[config.mk]
export PLATFORM = sky130hd
export DESIGN_NAME = reg_write_arbiter_flat
export DESIGN_NICKNAME = d
export VERILOG_FILES = /design/src/rtl/reg_write_arbiter_pkg.sv /design/src/rtl/reg_write_arbiter_if.sv /design/src/rtl/reg_write_arbiter_rr_pick.sv /design/src/rtl/reg_write_arbiter.sv /design/src/flat_wrapper.sv
export SDC_FILE = /design/constraint.sdc
export NUM_CORES = 1
export LEC_CHECK = 0
export BUFFER_PORTS_ARGS = -buffer_cell sky130_fd_sc_hd__clkbuf_2
export CORE_MARGIN = 3
export CORE_UTILIZATION = 43
export CTS_CLUSTER_SIZE = 24
export DETAILED_ROUTE_END_ITERATION = 7
export PLACE_DENSITY = 0.78
export RECOVER_POWER = 50
export SLEW_MARGIN = 20
export SYNTH_ARGS = -nofsm -noshare
export SYNTH_HDL_FRONTEND = slang
export SYNTH_HIERARCHICAL = 1
export SYNTH_SLANG_ARGS = --single-unit
[constraint.sdc]
create_clock -name clk -period 3 [get_ports clk]
set_input_delay 0.15 -clock clk [delete_from_list [all_inputs] [get_ports clk]]
set_output_delay 0.15 -clock clk [all_outputs]
set_load 0.05 [all_outputs]
[src/rtl/reg_write_arbiter_pkg.sv]
`default_nettype none
// ============================================================================
// Module   : reg_arb_pkg
// Purpose  : Shared types and default constants for the register write
//            arbiter slice (FSM state encoding, default parameter values).
// Revision : 1.0 - initial release
// ============================================================================
package reg_arb_pkg;

  // Two-state arbiter FSM with an explicit one-bit encoding
  typedef enum logic [0:0] {
    IDLE  = 1'b0,
    GRANT = 1'b1
  } arbState_t;

  localparam int c_DEF_WIDTH    = 32;
  localparam int c_DEF_NREQ     = 4;
  localparam int c_DEF_MAX_HOLD = 4;
  localparam int c_COUNT_WIDTH  = 16;

endpackage : reg_arb_pkg
`default_nettype wire

[src/rtl/reg_write_arbiter_if.sv]
`default_nettype none
// ============================================================================
// Module   : reg_write_arbiter_if
// Purpose  : Bundle of requester-side and register-side signals of the
//            write arbiter. The master modport is the requester/register
//            side; the slave modport is the arbiter itself.
// Revision : 1.0 - initial release
// ============================================================================
interface reg_write_arbiter_if
  import reg_arb_pkg::*;
#(
  parameter int WIDTH = c_DEF_WIDTH,
  parameter int NREQ  = c_DEF_NREQ
);

  localparam int IDXW = $clog2(NREQ);

  logic [NREQ-1:0]          req;
  logic [NREQ-1:0]          hold;
  logic [NREQ*WIDTH-1:0]    wdata;
  logic [NREQ-1:0]          ack;
  logic                     reg_write_enable;
  logic [WIDTH-1:0]         reg_data_write;
  logic [IDXW-1:0]          grant_id;
  logic                     busy;
  logic [c_COUNT_WIDTH-1:0] write_count;

  modport master (
    output req, hold, wdata,
    input  ack, reg_write_enable, reg_data_write, grant_id, busy, write_count
  );

  modport slave (
    input  req, hold, wdata,
    output ack, reg_write_enable, reg_data_write, grant_id, busy, write_count
  );

endinterface : reg_write_arbiter_if
`default_nettype wire

[src/rtl/reg_write_arbiter_rr_pick.sv]
`default_nettype none
// ============================================================================
// Module   : rr_pick
// Purpose  : Combinational rotating-priority search. Scans requesters
//            starting one past last_grant (wrapping at NREQ) and reports
//            the first asserted request. last_grant itself is scanned last.
// Revision : 1.0 - initial release
// ============================================================================
module rr_pick
  import reg_arb_pkg::*;
#(
  parameter int NREQ = c_DEF_NREQ,
  parameter int IDXW = $clog2(NREQ)
) (
  input  wire logic [NREQ-1:0] req,
  input  wire logic [IDXW-1:0] last_grant,
  output logic                 valid,
  output logic [IDXW-1:0]      index
);

  int              w_cand;
  logic [IDXW-1:0] w_candIdx;

  // First asserted request in rotating order after last_grant
  always_comb begin
    valid     = 1'b0;
    index     = '0;
    w_cand    = 0;
    w_candIdx = '0;
    for (int i = 1; i <= NREQ; i++) begin
      w_cand    = (int'(last_grant) + i) % NREQ;
      w_candIdx = w_cand[IDXW-1:0];
      if (!valid && req[w_candIdx]) begin
        valid = 1'b1;
        index = w_candIdx;
      end
    end
  end

endmodule : rr_pick
`default_nettype wire

[src/rtl/reg_write_arbiter.sv]
`default_nettype none
// ============================================================================
// Module   : reg_write_arbiter
// Purpose  : Arbitrates NREQ requesters onto one shared falling-edge
//            register. Round-robin with a bounded hold exception; every
//            issued write produces a one-cycle one-hot ack. All outputs
//            are registered.
// Revision : 1.0 - initial release
// ============================================================================
module reg_write_arbiter
  import reg_arb_pkg::*;
#(
  parameter int WIDTH    = c_DEF_WIDTH,
  parameter int NREQ     = c_DEF_NREQ,
  parameter int MAX_HOLD = c_DEF_MAX_HOLD
) (
  input  wire logic          clk,
  input  wire logic          reset,
  reg_write_arbiter_if.slave bus
);

  localparam int IDXW = $clog2(NREQ);
  // Wide enough to hold MAX_HOLD-1 without overflow
  localparam int HCW  = $clog2(MAX_HOLD) + 1;

  arbState_t                r_state;
  arbState_t                w_nextState;

  logic [IDXW-1:0]          r_lastGrant;
  logic [HCW-1:0]           r_holdCnt;
  logic [NREQ-1:0]          r_ack;
  logic                     r_writeEn;
  logic [WIDTH-1:0]         r_data;
  logic [IDXW-1:0]          r_grantId;
  logic [c_COUNT_WIDTH-1:0] r_count;

  logic                     w_pickValid;
  logic [IDXW-1:0]          w_pickIdx;
  logic                     w_holdWin;
  logic                     w_winValid;
  logic [IDXW-1:0]          w_winIdx;
  logic [HCW-1:0]           w_holdCntNext;
  logic [NREQ-1:0]          w_ackNext;
  logic [WIDTH-1:0]         w_dataNext;

  rr_pick #(
    .NREQ (NREQ),
    .IDXW (IDXW)
  ) u_pick (
    .req        (bus.req),
    .last_grant (r_lastGrant),
    .valid      (w_pickValid),
    .index      (w_pickIdx)
  );

  // Winner selection (hold exception over round-robin) and next FSM state
  always_comb begin
    w_nextState   = r_state;
    w_holdWin     = 1'b0;
    w_winValid    = 1'b0;
    w_winIdx      = '0;
    w_holdCntNext = '0;
    w_ackNext     = '0;
    w_dataNext    = '0;

    // Only the previous winner may extend its grant; hold without req is ignored
    w_holdWin  = bus.req[r_lastGrant] && bus.hold[r_lastGrant] &&
                 (int'(r_holdCnt) < (MAX_HOLD - 1));
    w_winValid = w_holdWin || w_pickValid;
    w_winIdx   = w_holdWin ? r_lastGrant : w_pickIdx;

    if (w_holdWin) begin
      w_holdCntNext = r_holdCnt + 1'b1;
    end

    if (w_winValid) begin
      w_ackNext[w_winIdx] = 1'b1;
    end
    w_dataNext = bus.wdata[w_winIdx*WIDTH +: WIDTH];

    case (r_state)
      IDLE:    if (bus.req != '0) w_nextState = GRANT;
      GRANT:   if (bus.req == '0) w_nextState = IDLE;
      default: w_nextState = IDLE;
    endcase
  end

  // FSM state register
  always_ff @(posedge clk) begin
    if (!reset) begin
      r_state <= IDLE;
    end else begin
      r_state <= w_nextState;
    end
  end

  // Registered outputs, rotation pointer, hold counter and write counter
  always_ff @(posedge clk) begin
    if (!reset) begin
      r_ack       <= '0;
      r_writeEn   <= 1'b0;
      r_data      <= '0;
      r_grantId   <= '0;
      r_count     <= '0;
      r_holdCnt   <= '0;
      // Pointer at the last requester so requester 0 is searched first
      r_lastGrant <= IDXW'(NREQ - 1);
    end else begin
      r_ack     <= w_ackNext;
      r_writeEn <= w_winValid;
      r_holdCnt <= w_holdCntNext;
      if (w_winValid) begin
        r_data      <= w_dataNext;
        r_grantId   <= w_winIdx;
        r_lastGrant <= w_winIdx;
        r_count     <= r_count + 1'b1;
      end
    end
  end

  assign bus.ack              = r_ack;
  assign bus.reg_write_enable = r_writeEn;
  assign bus.reg_data_write   = r_data;
  assign bus.grant_id         = r_grantId;
  assign bus.busy             = (r_state == GRANT);
  assign bus.write_count      = r_count;

endmodule : reg_write_arbiter
`default_nettype wire

[src/flat_wrapper.sv]
// flat-port wrapper written by rule: the top's interface ports become plain ports
module reg_write_arbiter_flat import reg_arb_pkg::*;
#(
  parameter int WIDTH    = c_DEF_WIDTH,
  parameter int NREQ     = c_DEF_NREQ,
  parameter int MAX_HOLD = c_DEF_MAX_HOLD
)
  (clk, reset, bus_req, bus_hold, bus_wdata, bus_ack, bus_reg_write_enable, bus_reg_data_write, bus_grant_id, bus_busy, bus_write_count);
  reg_write_arbiter_if #(.WIDTH(WIDTH), .NREQ(NREQ)) bus_i ();
  input  wire logic clk;
  input  wire logic reset;
  input wire logic [$bits(bus_i.req)-1:0] bus_req;
  input wire logic [$bits(bus_i.hold)-1:0] bus_hold;
  input wire logic [$bits(bus_i.wdata)-1:0] bus_wdata;
  output wire logic [$bits(bus_i.ack)-1:0] bus_ack;
  output wire logic [$bits(bus_i.reg_write_enable)-1:0] bus_reg_write_enable;
  output wire logic [$bits(bus_i.reg_data_write)-1:0] bus_reg_data_write;
  output wire logic [$bits(bus_i.grant_id)-1:0] bus_grant_id;
  output wire logic [$bits(bus_i.busy)-1:0] bus_busy;
  output wire logic [$bits(bus_i.write_count)-1:0] bus_write_count;
  assign bus_i.req = bus_req;
  assign bus_i.hold = bus_hold;
  assign bus_i.wdata = bus_wdata;
  assign bus_ack = bus_i.ack;
  assign bus_reg_write_enable = bus_i.reg_write_enable;
  assign bus_reg_data_write = bus_i.reg_data_write;
  assign bus_grant_id = bus_i.grant_id;
  assign bus_busy = bus_i.busy;
  assign bus_write_count = bus_i.write_count;
  reg_write_arbiter #(.WIDTH(WIDTH), .NREQ(NREQ), .MAX_HOLD(MAX_HOLD)) u_core (.clk(clk), .reset(reset), .bus(bus_i));
endmodule
==> flow_summary.json, run 1 <==
{
  "setup_ws_ns": 0.366,
  "clock_skew_ns": 0.00998,
  "clkLatencyLatePin_ns": 0.33,
  "stdcell_count": 613,
  "ir_drop_uv": 333,
  "cts_tree": "done",
  "drcViolationCount": 0,
  "std_cell_rows": 30,
  "cp.required_ns": 3.20,
  "power_mw": 3.02,
  "grt_antenna_before_repair": 0,
  "synth_top_area_frac": 0.383,
  "drt_wl_total_mm": 10.6,
  "drtIter0Drc": 329,
  "via_per_inst": 5.62,
  "cp-end-kind": "flop",
  "synthTopCellsByCount": "61 x dfxtp_1, 30 x o21ai_0, 27 x a21oi_1, 25 x a222oi_1, 25 x mux2_2",
  "path_clk_slew_ns": 0.07,
  "synth_top_family_by_area": "compound AO/OA/AOI/OAI gates",
  "cap_violations": 0,
  "cp.arrival_ns": 2.84,
  "grt_use_total": 0.248,
  "path_cells": "nand2b_1 -> a21oi_2 -> o221ai_2 -> nand2b_1 -> and3b_1 -> o21ai_0 -> o21ai_4 -> a222oi_1 -> a21oi_1",
  "hold_path_class": "in2reg",
  "nNetsFinal": 652,
  "cts-buffers-inserted": 9,
  "grt_max_degree": 55,
  "synth_most_common_cell": "dfxtp_1",
  "layout-drive-gt1-share": 0.369,
  "synthArstFlopShare": 0,
  "placed_cells": 597,
  "synth_edf_count": 0,
  "critPathTopFamily": "compound AO/OA/AOI/OAI gates",
  "cpMostUsedCell": "nand2b_1",
  "final_area_sq_mm": 0.00432,
  "place_congestion": 0.870,
  "finalMaxSlewViolations": 0,
  "max_freq_mhz": 380,
  "ctsResizeCount": 0,
  "cp_slowest_cell": "dfxtp_1",
  "synth.area.top_cells": "dfxtp_1 38%, mux2_2 8.8%, a222oi_1 7.8%",
  "design.die.area_sq_mm": 0.00848,
  "use_met1": 0.305,
  "overflow": 0,
  "maxSlewHeadroom": 0.127,
  "placed_area_sq_mm": 0.00422,
  "crit_type": "reg2reg",
  "dominantRegCellSynth": "dfxtp_1",
  "synthSimpleGateAreaFrac": 0.153,
  "antenna_left": 0,
  "hold_viol_final": 0,
  "seq_area_frac_synth": 0.383,
  "cts_buffer_depth": 2,
  "synthAdderAreaFrac": 0.00785,
  "numPortBuffers": 193,
  "yosysWarnings": 6,
  "slowest_delay_ns": 0.48,
  "utilization": 0.619,
  "rsz0062_at_grt": "no",
  "pin_count": 194,
  "dp_worst_setup_slack_ns": 0.435,
  "critPathMaxFanout": 26,
  "use_met3": 0.0714,
  "diodes": 0,
  "dpl.hpwl_mm": 7.99,
  "fp.coreArea_sq_mm": 0.00698,
  "gr-usage-met2": 0.418,
  "tightest_slew_ns": 1.31,
  "yosysTopAreaCell": "dfxtp_1",
  "synthMuxAreaShare": 0.146,
  "grt_pass1_wl_mm": 16.9,
  "syn_area_sq_mm": 0.00319,
  "crit_path_start_kind": "flop",
  "postCtsHoldBufs": 0,
  "cts.sinks": 61,
  "path_buf_inv": 0,
  "initial_core_util": 0.457,
  "die_h_um": 92.1,
  "fin_crit_sh": 0.878,
  "regArea_sq_mm": 0.00122,
  "whs_ns": 0.116,
  "first_pass_iters": 7,
  "synthXorXnorAreaFrac": 0.0440,
  "htree_num_levels": 3,
  "power.density_mw_per_mm2": 698,
  "synth_compound_area_frac": 0.223,
  "root_buffer": "clkbuf_8",
  "multi_input_area_sq_mm": 0.00185,
  "syn_inst": 328,
  "grt_pass1_vias": 3409,
  "vias": 3445,
  "setup_viol": 0,
  "die_w_um": 92.1,
  "cts_setup_buffers": 0,
  "p_leak_nw": 1.91,
  "synth.distinct_cells": 44,
  "synth_nets": 468,
  "ys_ff_latch": 61,
  "fill_cells": 670,
  "status": "completed",
  "grt_busiest_layer": "met2",
  "period_minus_slack_ns": 2.63,
  "avgSynthCellArea_sq_um": 9.72,
  "wl_per_cell_um": 17.2,
  "area_growth_pct": 35.6,
  "setup_tns_ns": 0
}
==> sequential cells by signal, summed over array words and instances (netlist names) <==
signal                       count
u_core/bus.write_count          16
u_core/bus.reg_write_enable      1
u_core/bus.ack                   4
u_core/r_holdCnt                 3
u_core/bus.reg_data_write       32
u_core/bus.busy                  1
u_core/r_lastGrant               2
u_core/bus.grant_id              2
==> worst register-to-register path, stage by stage (launching register included) <==
cell	delay (ns)
dfxtp_1	0.48
nand2b_1	0.18
a21oi_2	0.07
o221ai_2	0.20
nand2b_1	0.22
and3b_1	0.20
o21ai_0	0.29
o21ai_4	0.27
a222oi_1	0.48
a21oi_1	0.13
==> area by class of cell <==
class,count,share of cell area
Clock buffer,15,0.0385
Clock inverter,1,0.00116
Inverter,3,0.00260
Multi-Input combinational cell,238,0.428
Sequential cell,61,0.282
Tap cell,96,0.0278
Timing Repair Buffer,199,0.219
==> logic make-up (layout without fill, tap and decap cells) <==
kind of cell    count (synthesis)  in the layout
compound gates                102            102
simple gates                   85             85
flops                          61             61
mux                            33             33
buf+inv                        29            218
xor+xnor                       16             16
fa+ha+maj                       2              2
==> report_power, final <==
group	leakage [nW]	total, mW	switching [mW]	internal, mW
sequential	0.502	1.02	0.0765	0.941
clock	0.0877	0.654	0.308	0.346
combinational	1.32	1.35	0.881	0.466
total	1.91	3.02	1.27	1.75
==> layer usage <==
layer	part of all wire	wire (um)
met3	0.087	916
met4	0.021	220
met5	0	0
met1	0.39	4140
met2	0.50	5300
==> placed cells by master, fill, tap and decap left out, types with 2 or more instances in the layout <==
cell       instances
and4_1             2
a211o_1            2
mux2_2            25
clkbuf_1          62
a222oi_1          25
nand4_1            6
nor2_1             9
clkbuf_8          11
nand3_1            9
a21boi_0           2
nand2_1           17
nand2b_1           4
buf_4              4
xnor2_1           11
xor2_1             5
ha_1               2
dfxtp_1           61
clkbuf_2         136
o2bb2ai_1          7
mux4_2             3
nand3_2            2
and3_1             8
nor2b_1            3
inv_1              3
a21oi_1           27
and2_1            16
a31oi_1            3
mux4_1             4
o21ai_0           29
==> path summary, 6_finish.rpt <==
kind / cells past startpoint / slack [ns] / start / end
setup / recovery: 9 / 0.37 / u_core/r_lastGrant[1] / u_core/bus.reg_data_write[16]
hold / removal: 3 / 0.12 / bus_wdata[22] / u_core/bus.reg_data_write[22]
setup reg to reg: 9 / 0.37 / u_core/r_lastGrant[1] / u_core/bus.reg_data_write[16]
hold reg to reg: 1 / 0.46 / u_core/r_holdCnt[0] / u_core/r_holdCnt[0]
Note: power is estimated with default switching activity, not from simulation.
==> inputs of run 2 (changes only) <==
--- a/config.mk
+++ b/config.mk
@@ -5,13 +5,13 @@
 export SDC_FILE = /design/constraint.sdc
 export NUM_CORES = 1
 export LEC_CHECK = 0
+export ABC_AREA = 0
 export BUFFER_PORTS_ARGS = -buffer_cell sky130_fd_sc_hd__clkbuf_2
 export CORE_MARGIN = 3
 export CORE_UTILIZATION = 43
 export CTS_CLUSTER_SIZE = 24
 export DETAILED_ROUTE_END_ITERATION = 7
 export PLACE_DENSITY = 0.78
-export RECOVER_POWER = 50
 export SLEW_MARGIN = 20
 export SYNTH_ARGS = -nofsm -noshare
 export SYNTH_HDL_FRONTEND = slang
==> run 2 against run 1 <==
Setup slack lost 0.0090 ns. Global-route usage is the same. Critical path type unchanged. Design area grew 1.7%. Register-to-register slack is essentially flat. Clock power is essentially flat.
==> flow_summary.json, run 2 (same netlist as run 1, synthesis figures left out) <==
{
  "clkLatencyLatePin_ns": 0.33,
  "cts-buffers-inserted": 9,
  "regArea_sq_mm": 0.00122,
  "clock_skew_ns": 0.00913,
  "setup_tns_ns": 0,
  "die_w_um": 92.1,
  "hold_viol_final": 0,
  "largest_reg_flops": 32,
  "cp-end-kind": "flop",
  "crit_type": "reg2reg",
  "vias": 3392,
  "max_freq_mhz": 378,
  "fp.coreArea_sq_mm": 0.00698,
  "nNetsFinal": 652,
  "finalMaxSlewViolations": 0,
  "std_cell_rows": 30,
  "period_minus_slack_ns": 2.64,
  "seqPwrFrac": 0.335,
  "ir_drop_uv": 334,
  "fill_cells": 651,
  "hold_path_class": "in2reg",
  "cp.required_ns": 3.20,
  "ctsResizeCount": 0,
  "drcViolationCount": 0,
  "power_frac_comb": 0.451,
  "cts_tree": "done",
  "p_leak_nw": 2.11,
  "overflow": 0,
  "numPortBuffers": 193,
  "layout-drive-gt1-share": 0.482,
  "cap_violations": 0,
  "initial_core_util": 0.457,
  "tightest_slew_ns": 1.02,
  "pin_count": 194,
  "path_clk_slew_ns": 0.07,
  "place_congestion": 0.870,
  "cts_setup_buffers": 0,
  "fin_crit_sh": 0.881,
  "drt_wl_total_mm": 10.5,
  "critPathMaxFanout": 26,
  "utilization": 0.630,
  "drtIter0Drc": 237,
  "setup_viol": 0,
  "htree_num_levels": 3,
  "postCtsHoldBufs": 0,
  "dpl.hpwl_mm": 7.99,
  "status": "completed",
  "grt_pass1_wl_mm": 16.9,
  "swShare": 0.414,
  "diodes": 0,
  "via_per_inst": 5.53,
  "grt_pass1_vias": 3409,
  "cp.arrival_ns": 2.84,
  "final_cell_mix": "193 x clkbuf_2, 61 x dfxtp_1, 29 x o21ai_0",
  "first_pass_iters": 5,
  "rsz0062_at_grt": "no",
  "crit_path_start_kind": "flop",
  "maxSlewHeadroom": 0.316,
  "grt_use_total": 0.248,
  "multi_input_area_sq_mm": 0.00185,
  "clock_power_share": 0.214,
  "power.density_mw_per_mm2": 692,
  "wl_per_cell_um": 17.2,
  "antenna_left": 0,
  "p_switching_mw": 1.26,
  "area_growth_pct": 38.0,
  "root_buffer": "clkbuf_8",
  "grt_max_degree": 55,
  "die_h_um": 92.1,
  "cts_buffer_depth": 2,
  "layout_commonest_cell": "clkbuf_2",
  "cts.sinks": 61,
  "r2r_slack_ns": 0.36,
  "grt_antenna_before_repair": 0,
  "design.die.area_sq_mm": 0.00848,
  "internal_power_mw": 1.78
}
[run 2: per-stage QoR]
step / worst slack [ns] / total power, mW / hold WS, ns / area, sq um / cells
after global routing: 0.196 / 3.21 / 0.107 / 4400 / 613
after global placement: 0.500 / 2.38 / 0.424 / 4220 / 597
after detailed placement: 0.435 / 2.40 / 0.446 / 4220 / 597
after floorplan: 0.746 / 2.06 / 0.273 / 3190 / 328
after CTS: 0.414 / 3.06 / 0.100 / 4390 / 613
final: 0.357 / 3.04 / 0.114 / 4400 / 613
[run 2: power groups by stage]
stage                     combinational [mW]  clock, mW  sequential, mW
after floorplan                        0.613          0            1.45
final                                   1.37      0.652            1.02
after global placement                  1.36          0            1.03
after CTS                               1.38      0.672            1.02
after global routing                    1.47      0.711            1.03
after detailed placement                1.37          0            1.03
[run 2: per-layer routing]
metal  vias up  wire (um)  GRT usage
li1       1630          -          -
met1      1587       4090      0.305
met2       158       5350      0.418
met3        17        915     0.0714
met4         0        174     0.0780
met5         -          0          0
[run 2: critical path, cell delays in order, from the launching register on]
cell and delay [ns]:
dfxtp_1 0.48, nand2b_1 0.18, a21oi_2 0.06, o221ai_2 0.21
nand2b_1 0.22, and3b_1 0.20, o21ai_0 0.29, o21ai_4 0.27
a222oi_1 0.47, a21oi_1 0.13
[run 2: path summary, 6_finish.rpt]
check,from,to,cells past startpoint
worst max-delay path,u_core/r_lastGrant[1],u_core/bus.reg_data_write[16],9
worst min-delay path,bus_wdata[22],u_core/bus.reg_data_write[22],3
worst max register to register,u_core/r_lastGrant[1],u_core/bus.reg_data_write[16],9
worst min register to register,u_core/r_holdCnt[0],u_core/r_holdCnt[0],1
[run 2: layout make-up]
type,instances,area share
Clock buffer,15,0.0378
Clock inverter,1,0.00114
Inverter,3,0.00256
Multi-Input combinational cell,238,0.421
Sequential cell,61,0.278
Tap cell,96,0.0273
Timing Repair Buffer,199,0.233
